[src/rtl/perceptron_pkg.sv]
// perceptron_pkg: shared state encoding, partial-sum bound and saturating adder for the perceptron layers
package perceptron_pkg;

   typedef enum logic [1:0] {
      IDLE = 2'd0,
      ACC  = 2'd1,
      DONE = 2'd2
   } state_t;

   localparam int PARTIAL_MAX = 84;

   // Returns {sat, sum}: sum clamps to 2^w-1 when the true sum does not fit in w bits (w <= 32).
   function automatic logic [32:0] sat_add(input logic [31:0] a, input logic [31:0] b, input int w);
      logic [32:0] s;
      logic [32:0] m;
      s = {1'b0, a} + {1'b0, b};
      m = (33'd1 << w) - 33'd1;
      return (s > m) ? {1'b1, m[31:0]} : {1'b0, s[31:0]};
   endfunction

endpackage

[src/rtl/perceptron_accumulator.sv]
// perceptron_accumulator: sums a neuron's partial-sum beats and presents the thresholded result over valid/ready
module perceptron_accumulator
   import perceptron_pkg::*;
#(
   parameter int SUM_W     = 7,
   parameter int ACC_W     = 12,
   parameter int MAX_BEATS = 48
) (
   input  logic             clk,
   input  logic             reset,
   input  logic             in_valid,
   output logic             in_ready,
   input  logic [SUM_W-1:0] in_sum,
   input  logic             in_first,
   input  logic             in_last,
   input  logic [ACC_W-1:0] thresh,
   output logic             out_valid,
   input  logic             out_ready,
   output logic [ACC_W-1:0] out_sum,
   output logic             out_fire,
   output logic             out_sat,
   output logic             out_overrun
);

   localparam int CNT_W = $clog2(MAX_BEATS + 1);

   state_t           state;
   logic [ACC_W-1:0] acc;
   logic [ACC_W-1:0] thresh_q;
   logic [CNT_W-1:0] beat_cnt;
   logic [CNT_W-1:0] cnt_inc;
   logic             sat;
   logic             overrun;
   logic             accept;
   logic [32:0]      add;

   assign in_ready    = state != DONE;
   assign accept      = in_valid & in_ready;
   assign add         = sat_add(32'(acc), 32'(in_sum), ACC_W);
   assign cnt_inc     = beat_cnt + CNT_W'(1);
   assign out_valid   = state == DONE;
   assign out_sum     = out_valid ? acc : '0;
   assign out_fire    = out_valid & (acc >= thresh_q);
   assign out_sat     = out_valid & sat;
   assign out_overrun = out_valid & overrun;

   // A first beat always (re)starts a neuron; later beats accumulate until last, the beat limit, or the handshake.
   always_ff @(posedge clk) begin
      if (reset) begin
         state    <= IDLE;
         acc      <= '0;
         thresh_q <= '0;
         beat_cnt <= '0;
         sat      <= 1'b0;
         overrun  <= 1'b0;
      end else if (accept && in_first) begin
         acc      <= ACC_W'(in_sum);
         thresh_q <= thresh;
         beat_cnt <= CNT_W'(1);
         sat      <= 1'b0;
         overrun  <= (MAX_BEATS == 1) && !in_last;
         state    <= (in_last || MAX_BEATS == 1) ? DONE : ACC;
      end else if (accept && state == ACC) begin
         acc      <= ACC_W'(add);
         sat      <= sat | add[32];
         beat_cnt <= cnt_inc;
         if (in_last) begin
            state <= DONE;
         end else if (cnt_inc == CNT_W'(MAX_BEATS)) begin
            state   <= DONE;
            overrun <= 1'b1;
         end
      end else if (state == DONE && out_ready) begin
         state <= IDLE;
      end
   end

endmodule

[config.mk]
export PLATFORM = sky130hd
export DESIGN_NAME = perceptron_accumulator
export DESIGN_NICKNAME = d
export VERILOG_FILES = /design/src/rtl/perceptron_pkg.sv /design/src/rtl/perceptron_accumulator.sv
export SDC_FILE = /design/constraint.sdc
export NUM_CORES = 1
export LEC_CHECK = 0
export BUFFER_PORTS_ARGS = -buffer_cell sky130_fd_sc_hd__clkbuf_2
export CAP_MARGIN = 15
export CORE_ASPECT_RATIO = 0.7
export CORE_MARGIN = 8
export CORE_UTILIZATION = 55
export CTS_CLUSTER_SIZE = 10
export DETAILED_ROUTE_END_ITERATION = 10
export GPL_TIMING_DRIVEN = 0
export PLACE_DENSITY = 0.76
export SYNTH_ARGS = -nofsm -noshare
export SYNTH_HDL_FRONTEND = slang
export SYNTH_SLANG_ARGS = --single-unit
export TNS_END_PERCENT = 100
[constraint.sdc]
create_clock -name clk -period 2.3 [get_ports clk]
set_input_delay 0.115 -clock clk [delete_from_list [all_inputs] [get_ports clk]]
set_output_delay 0.115 -clock clk [all_outputs]
set_load 0.02 [all_outputs]
==> results of run 1 <==
## logic make-up (layout without fill, tap and decap cells)
logic type / count (synthesis) / count (layout) / synth area share
muxes: 2 / 2 / 0.00998
DFF: 34 / 34 / 0.319
AOI/OAI and AO/OA: 72 / 72 / 0.233
adders and majority gates: 22 / 22 / 0.132
xor gates and xnor gates: 9 / 9 / 0.0370
and+or+nand+nor: 91 / 91 / 0.213
buffers and inverters: 30 / 78 / 0.0564
## sequential cells by signal, summed over array words and instances, names as in the netlist
name	count
sat	1
beat_cnt	6
thresh_q	12
state	2
overrun	1
acc	12
## area by class of cell
cell class,instances,share of cell area
Timing Repair Buffer,40,0.0804
Inverter,21,0.0316
Multi-Input combinational cell,196,0.534
Buffer,9,0.0166
Clock buffer,6,0.0331
Tap cell,52,0.0261
Clock inverter,2,0.00502
Sequential cell,34,0.273
## worst max path at each step
stage	cells past startpoint	slack (ns)	to	start
finish	8	0.13	out_fire	acc[0]$_SDFFE_PP0P_
detailed placement	8	0.23	acc[4]$_SDFFE_PP0P_	acc[0]$_SDFFE_PP0P_
CTS	8	0.13	out_fire	acc[0]$_SDFFE_PP0P_
global placement	8	0.25	acc[4]$_SDFFE_PP0P_	acc[0]$_SDFFE_PP0P_
floorplan	8	0.39	acc[4]$_SDFFE_PP0P_	acc[0]$_SDFFE_PP0P_
global route	8	0.04	out_fire	acc[0]$_SDFFE_PP0P_
## critical path, cell delays in order (launching register included)
cell and delay (ns):
dfxtp_1 0.35, inv_1 0.07, ha_1 0.28, nand2b_1 0.14, a21o_1 0.18, a21oi_1 0.13, o21ai_0 0.15, o221a_2 0.31
clkbuf_2 0.15
## metal layers
metal	part of all wire	wire (µm)	GRT usage
met3	0.043	217	0.0471
met4	0.014	70	0.0680
met1	0.51	2620	0.221
met5	0	0	0
met2	0.43	2180	0.294
## power by group through the flow
| stage | clock network, mW | logic, mW | registers (mW) |
|---|---|---|---|
| after floorplan | 0 | 0.158 | 0.635 |
| after global placement | 0 | 0.219 | 0.638 |
| after detailed placement | 0 | 0.224 | 0.639 |
| after CTS | 0.479 | 0.226 | 0.626 |
| after global routing | 0.505 | 0.254 | 0.629 |
| final | 0.473 | 0.226 | 0.626 |
## layout by cell type, fill, tap and decap left out, types with 5 or more instances in the layout
cell	n
clkbuf_2	40
o21ai_0	5
inv_1	21
ha_1	20
clkbuf_8	6
dfxtp_1	34
nand2_1	35
xor2_1	6
and3_1	6
a21oi_1	34
and2_1	10
nor2_1	15
==> impl_metrics.csv, run 1 <==
group,metric,value,unit
routing,drt_first_pass_iters,7,
grt,antenna_found_initial,0,
logic_synthesis,yosysMostFrequentCell,"nand2_1",
power,power,1.32,mW
clock_tree,cts_tree,"built",
sta,drv_slew,0,
critical_path,reg2reg_slack,0.21,ns
layout,utilization,0.651,
critical_path,arrival,2.05,ns
layout,finalInstanceArea,2490,µm²
logic_synthesis,yosysSeqAreaShare,0.319,
place,port_buffers,40,
logic_synthesis,avgSynthCellArea,8.20,µm²
layout,multi_input_area,1330,µm²
sta,hold_viol_final,0,
place,placed_cells_incl_taps,352,
power,power.switching,378,µW
place,gp_congestion,0.829,
min_path,worstHoldEndpoint,"thresh_q[11]$_SDFFE_PP0P_",
critical_path,start_kind,"flop",
logic_synthesis,ys_types,51,
clock_tree,clk_pin_slew,0.08,ns
clock_tree,clockBufferDepth,2,
clock_tree,post_cts_buffers,0,
routing,drt_wl_total,5.09,mm
clock_tree,cts.sinks,34,
min_path,whs_path_depth,3,
critical_path,cp.required,2.18,ns
routing,via_count,1935,
logic_synthesis,synth_top_area_share,0.319,
logic_synthesis,synth_edf_count,0,
logic_synthesis,ys_async_sr_fraction,0,
logic_synthesis,yosysTopAreaCell,"dfxtp_1",
grt,grt_pass1_vias,1889,
clock_tree,worstSkewPairLatency,0.30,ns
sta,rsz0062_at_grt,"false",
clock_tree,cts_resized,0,
floorplan,die_h,68.1,µm
power,vdd_drop_max,0.000378,V
sta,maxSlewHeadroom,0.627,
sta,setup_viol,0,
clock_tree,cts-root-buf,"clkbuf_8",
logic_synthesis,yosysWarnings,0,
sta,finalWorstPathRequiredPeriod,2.17,ns
logic_synthesis,synthTopCellsByArea,"dfxtp_1 (32%), ha_1 (12%), a21oi_1 (8.0%)",
layout,instances_no_fill,360,
layout,nFillCells,353,
place,pre_cts_slack,0.225,ns
routing,avgViaCountPerCell,5.38,
min_path,min-delay-start,"thresh[11]",
power,combPwrFrac,0.170,
logic_synthesis,synthFlopType,"dfxtp_1",
logic_synthesis,ys_ff_latch,34,
floorplan,die-area,6150,µm²
grt,grt_max_degree,12,
critical_path,r2r_start,"acc[0]$_SDFFE_PP0P_",
routing,routedWlPerCell,14.1,µm
critical_path,timing.rr.end,"acc[4]$_SDFFE_PP0P_",
logic_synthesis,synth.net_count,306,
floorplan,io_pins,42,
layout,n_antenna_cell,0,
logic_synthesis,synth_common_cells,"nand2_1 (35), a21oi_1 (34), dfxtp_1 (34)",
power,p_per_area,532,nW/µm²
routing,drc,0,
sta,fin_setup_tns,0,ns
flow_run,cap_violations,0,
floorplan,start_util,0.557,
sta,worst_slack,0.135,ns
clock_tree,htree_num_levels,2,
sta,holdWs,0.0285,ns
place,place_area,2400,µm²
layout,seq_area,681,µm²
clock_tree,numCtsBuffers,5,
sta,tightest_slew,0.560,ns
layout,area_growth,16.9,%
power,power_leakage,1.08,nW
grt,grt_overflow,0,
critical_path,worst-r2r-cell-count,8,
sta,clock_skew,0.00781,ns
clock_tree,cts-hold-fix-buffers,0,
critical_path,cp-end-kind,"output pin",
power,pwr-share-seq,0.473,
sta,fin_crit_sh,0.941,
grt,grt_use_total,0.177,
critical_path,critPathMaxFanout,3,
critical_path,worst-setup-path-type,"flop to output pin",
status,run_status,"completed",
power,clkPwrFrac,0.357,
min_path,hold_path.class,"input pin to flop",
floorplan,die_w,90.4,µm
layout,drive_gt1_frac,0.195,
place,post-dp-hpwl,3.94,mm
floorplan,rows,19,
power,p_sw_frac,0.285,
sta,fmaxAchievable,462,MHz
power,p_int,947,µW
grt,grt_pass1_wl,8.69,mm
routing,drtIter0Drc,144,
logic_synthesis,synthesis.area,2130,µm²
layout,final_nets,353,
routing,ant_nets,0,
logic_synthesis,syn_inst,260,
floorplan,core,3830,µm²
Note: power is estimated with default switching activity, not from simulation.
==> inputs of run 2 (changes only) <==
--- a/config.mk
+++ b/config.mk
@@ -13,6 +13,7 @@
 export CTS_CLUSTER_SIZE = 10
 export DETAILED_ROUTE_END_ITERATION = 10
 export GPL_TIMING_DRIVEN = 0
+export MAX_ROUTING_LAYER = met4
 export PLACE_DENSITY = 0.76
 export SYNTH_ARGS = -nofsm -noshare
 export SYNTH_HDL_FRONTEND = slang
==> run 2 against run 1 <==
Effect of this change: register-to-register slack about the same; non-clock buffer count unchanged; critical endpoint unchanged; power decreased by 0.18%; maximum frequency increased by 0.18%.
==> impl_metrics.csv, run 2 (synthesis gave the netlist of run 1 again) <==
group,metric,value,unit
routing,drc,0,
layout,top_regs,"acc: 12 flops, thresh_q: 12 flops, beat_cnt: 6 flops",
routing,wl_met3,193,µm
sta,fmaxAchievable,463,MHz
min_path,worstHoldEndpoint,"thresh_q[11]$_SDFFE_PP0P_",
critical_path,cp.required,2.18,ns
layout,multi_input_area,1330,µm²
floorplan,die_h,68.1,µm
clock_tree,cts.sinks,34,
clock_tree,worstSkewPairLatency,0.29,ns
clock_tree,htree_num_levels,2,
clock_tree,clk_pin_slew,0.08,ns
place,pre_cts_slack,0.225,ns
sta,rsz0062_at_grt,"false",
critical_path,timing.rr.end,"acc[4]$_SDFFE_PP0P_",
power,power,1.32,mW
clock_tree,post_cts_buffers,0,
critical_path,reg2reg_slack,0.22,ns
layout,area_growth,16.9,%
critical_path,r2r_start,"acc[0]$_SDFFE_PP0P_",
clock_tree,cts_resized,0,
sta,worst_slack,0.139,ns
min_path,hold_path.class,"input pin to flop",
place,post-dp-hpwl,3.94,mm
critical_path,cp-end-kind,"output pin",
routing,via_count,1934,
min_path,whs_path_depth,3,
grt,antenna_found_initial,0,
floorplan,die_w,90.4,µm
sta,setup_viol,0,
layout,final_common_cell,"clkbuf_2",
routing,drt_wl_total,5.07,mm
grt,grt_pass1_vias,1894,
floorplan,io_pins,42,
sta,fin_crit_sh,0.940,
floorplan,rows,19,
critical_path,max_stage_delay,0.35,ns
grt,grt_max_degree,12,
clock_tree,numCtsBuffers,5,
power,power_leakage,1.08,nW
layout,final_nets,353,
routing,drt_first_pass_iters,4,
floorplan,core,3830,µm²
sta,maxSlewHeadroom,0.643,
layout,most-common-layout-cells,"clkbuf_2 (40), nand2_1 (35), a21oi_1 (34), dfxtp_1 (34), inv_1 (21)",
grt,grt_pass1_wl,8.68,mm
grt,grt_overflow,0,
min_path,min-delay-start,"thresh[11]",
sta,tightest_slew,0.535,ns
layout,nFillCells,353,
layout,drive_gt1_frac,0.195,
sta,drv_slew,0,
routing,top_layer,"met4",
floorplan,start_util,0.557,
routing,routedWlPerCell,14.1,µm
critical_path,crit_chain,"inv_1 -> ha_1 -> nand2b_1 -> a21o_1 -> a21oi_1 -> o21ai_0 -> o221a_2 -> clkbuf_2",
routing,ant_nets,0,
sta,holdWs,0.0317,ns
clock_tree,clockBufferDepth,2,
critical_path,crit_family,"compound AO/OA/AOI/OAI gates",
place,gp_congestion,0.842,
critical_path,start_kind,"flop",
place,port_buffers,40,
critical_path,worst-r2r-cell-count,8,
clock_tree,cts-hold-fix-buffers,0,
critical_path,critPathBufInv,2,
power,vdd_drop_max,0.000379,V
clock_tree,cts_tree,"built",
sta,hold_viol_final,0,
flow_run,cap_violations,0,
routing,avgViaCountPerCell,5.37,
layout,n_antenna_cell,0,
sta,clock_skew,0.00759,ns
sta,finalWorstPathRequiredPeriod,2.16,ns
grt,grt_use_total,0.183,
critical_path,critPathMaxFanout,3,
routing,drt-met1-wl,2.60,mm
routing,drtIter0Drc,132,
critical_path,worst-setup-path-type,"flop to output pin",
routing,routed-wl-met2,2.20,mm
critical_path,cp_slowest_cell,"dfxtp_1",
layout,seq_area,681,µm²
power,p_per_area,531,nW/µm²
status,run_status,"completed",
sta,fin_setup_tns,0,ns
critical_path,arrival,2.05,ns
floorplan,die-area,6150,µm²
clock_tree,cts-root-buf,"clkbuf_8",
run 2: power by group:
group	switching, mW	total [mW]	internal, mW	leakage [nW]
clock	0.230	0.471	0.241	0.0472
sequential	0.0168	0.626	0.609	0.276
combinational	0.129	0.226	0.0968	0.753
total	0.376	1.32	0.947	1.08
run 2: final cells by class:
| type | instances | area share |
|---|---|---|
| sequential | 34 | 0.273 |
| timing repair buffer | 40 | 0.0804 |
| buffer | 9 | 0.0166 |
| clock buffer | 6 | 0.0331 |
| clock inverter | 2 | 0.00502 |
| inverter | 21 | 0.0316 |
| multi-input combinational | 196 | 0.534 |
| tap | 52 | 0.0261 |
run 2: how the worst max path moves through the flow:
stage                         from             endpoint  cells after the start  slack [ns]
2_1_floorplan  acc[0]$_SDFFE_PP0P_  acc[4]$_SDFFE_PP0P_                      8        0.39
3_3_place_gp   acc[0]$_SDFFE_PP0P_  acc[4]$_SDFFE_PP0P_                      8        0.25
3_5_place_dp   acc[0]$_SDFFE_PP0P_  acc[4]$_SDFFE_PP0P_                      8        0.23
4_1_cts        acc[0]$_SDFFE_PP0P_             out_fire                      8        0.13
5_1_grt        acc[0]$_SDFFE_PP0P_             out_fire                      8        0.04
6_report       acc[0]$_SDFFE_PP0P_             out_fire                      8        0.14
run 2: layer usage:
metal,track usage,vias to the layer above
met1,0.222,883
met5,-,-
met4,0.0680,0
li1,-,1010
met3,0.0449,7
met2,0.294,34
run 2: worst register-to-register path, delay by kind of cell, from the launching register on:
kind	cells	cell delay, ns
simple gates	1	0.06
fa+ha+maj	2	0.46
compound gates	4	1.05
flops	1	0.33
buf+inv	1	0.07
run 2: per-stage QoR:
| step | cells | area (µm²) | utilization |
|---|---|---|---|
| detailed placement | 352 | 2400 | 0.626 |
| global placement | 352 | 2400 | 0.626 |
| floorplan | 260 | 2130 | - |
| CTS | 360 | 2490 | 0.651 |
| global route | 360 | 2490 | 0.651 |
| finish | 360 | 2490 | 0.651 |
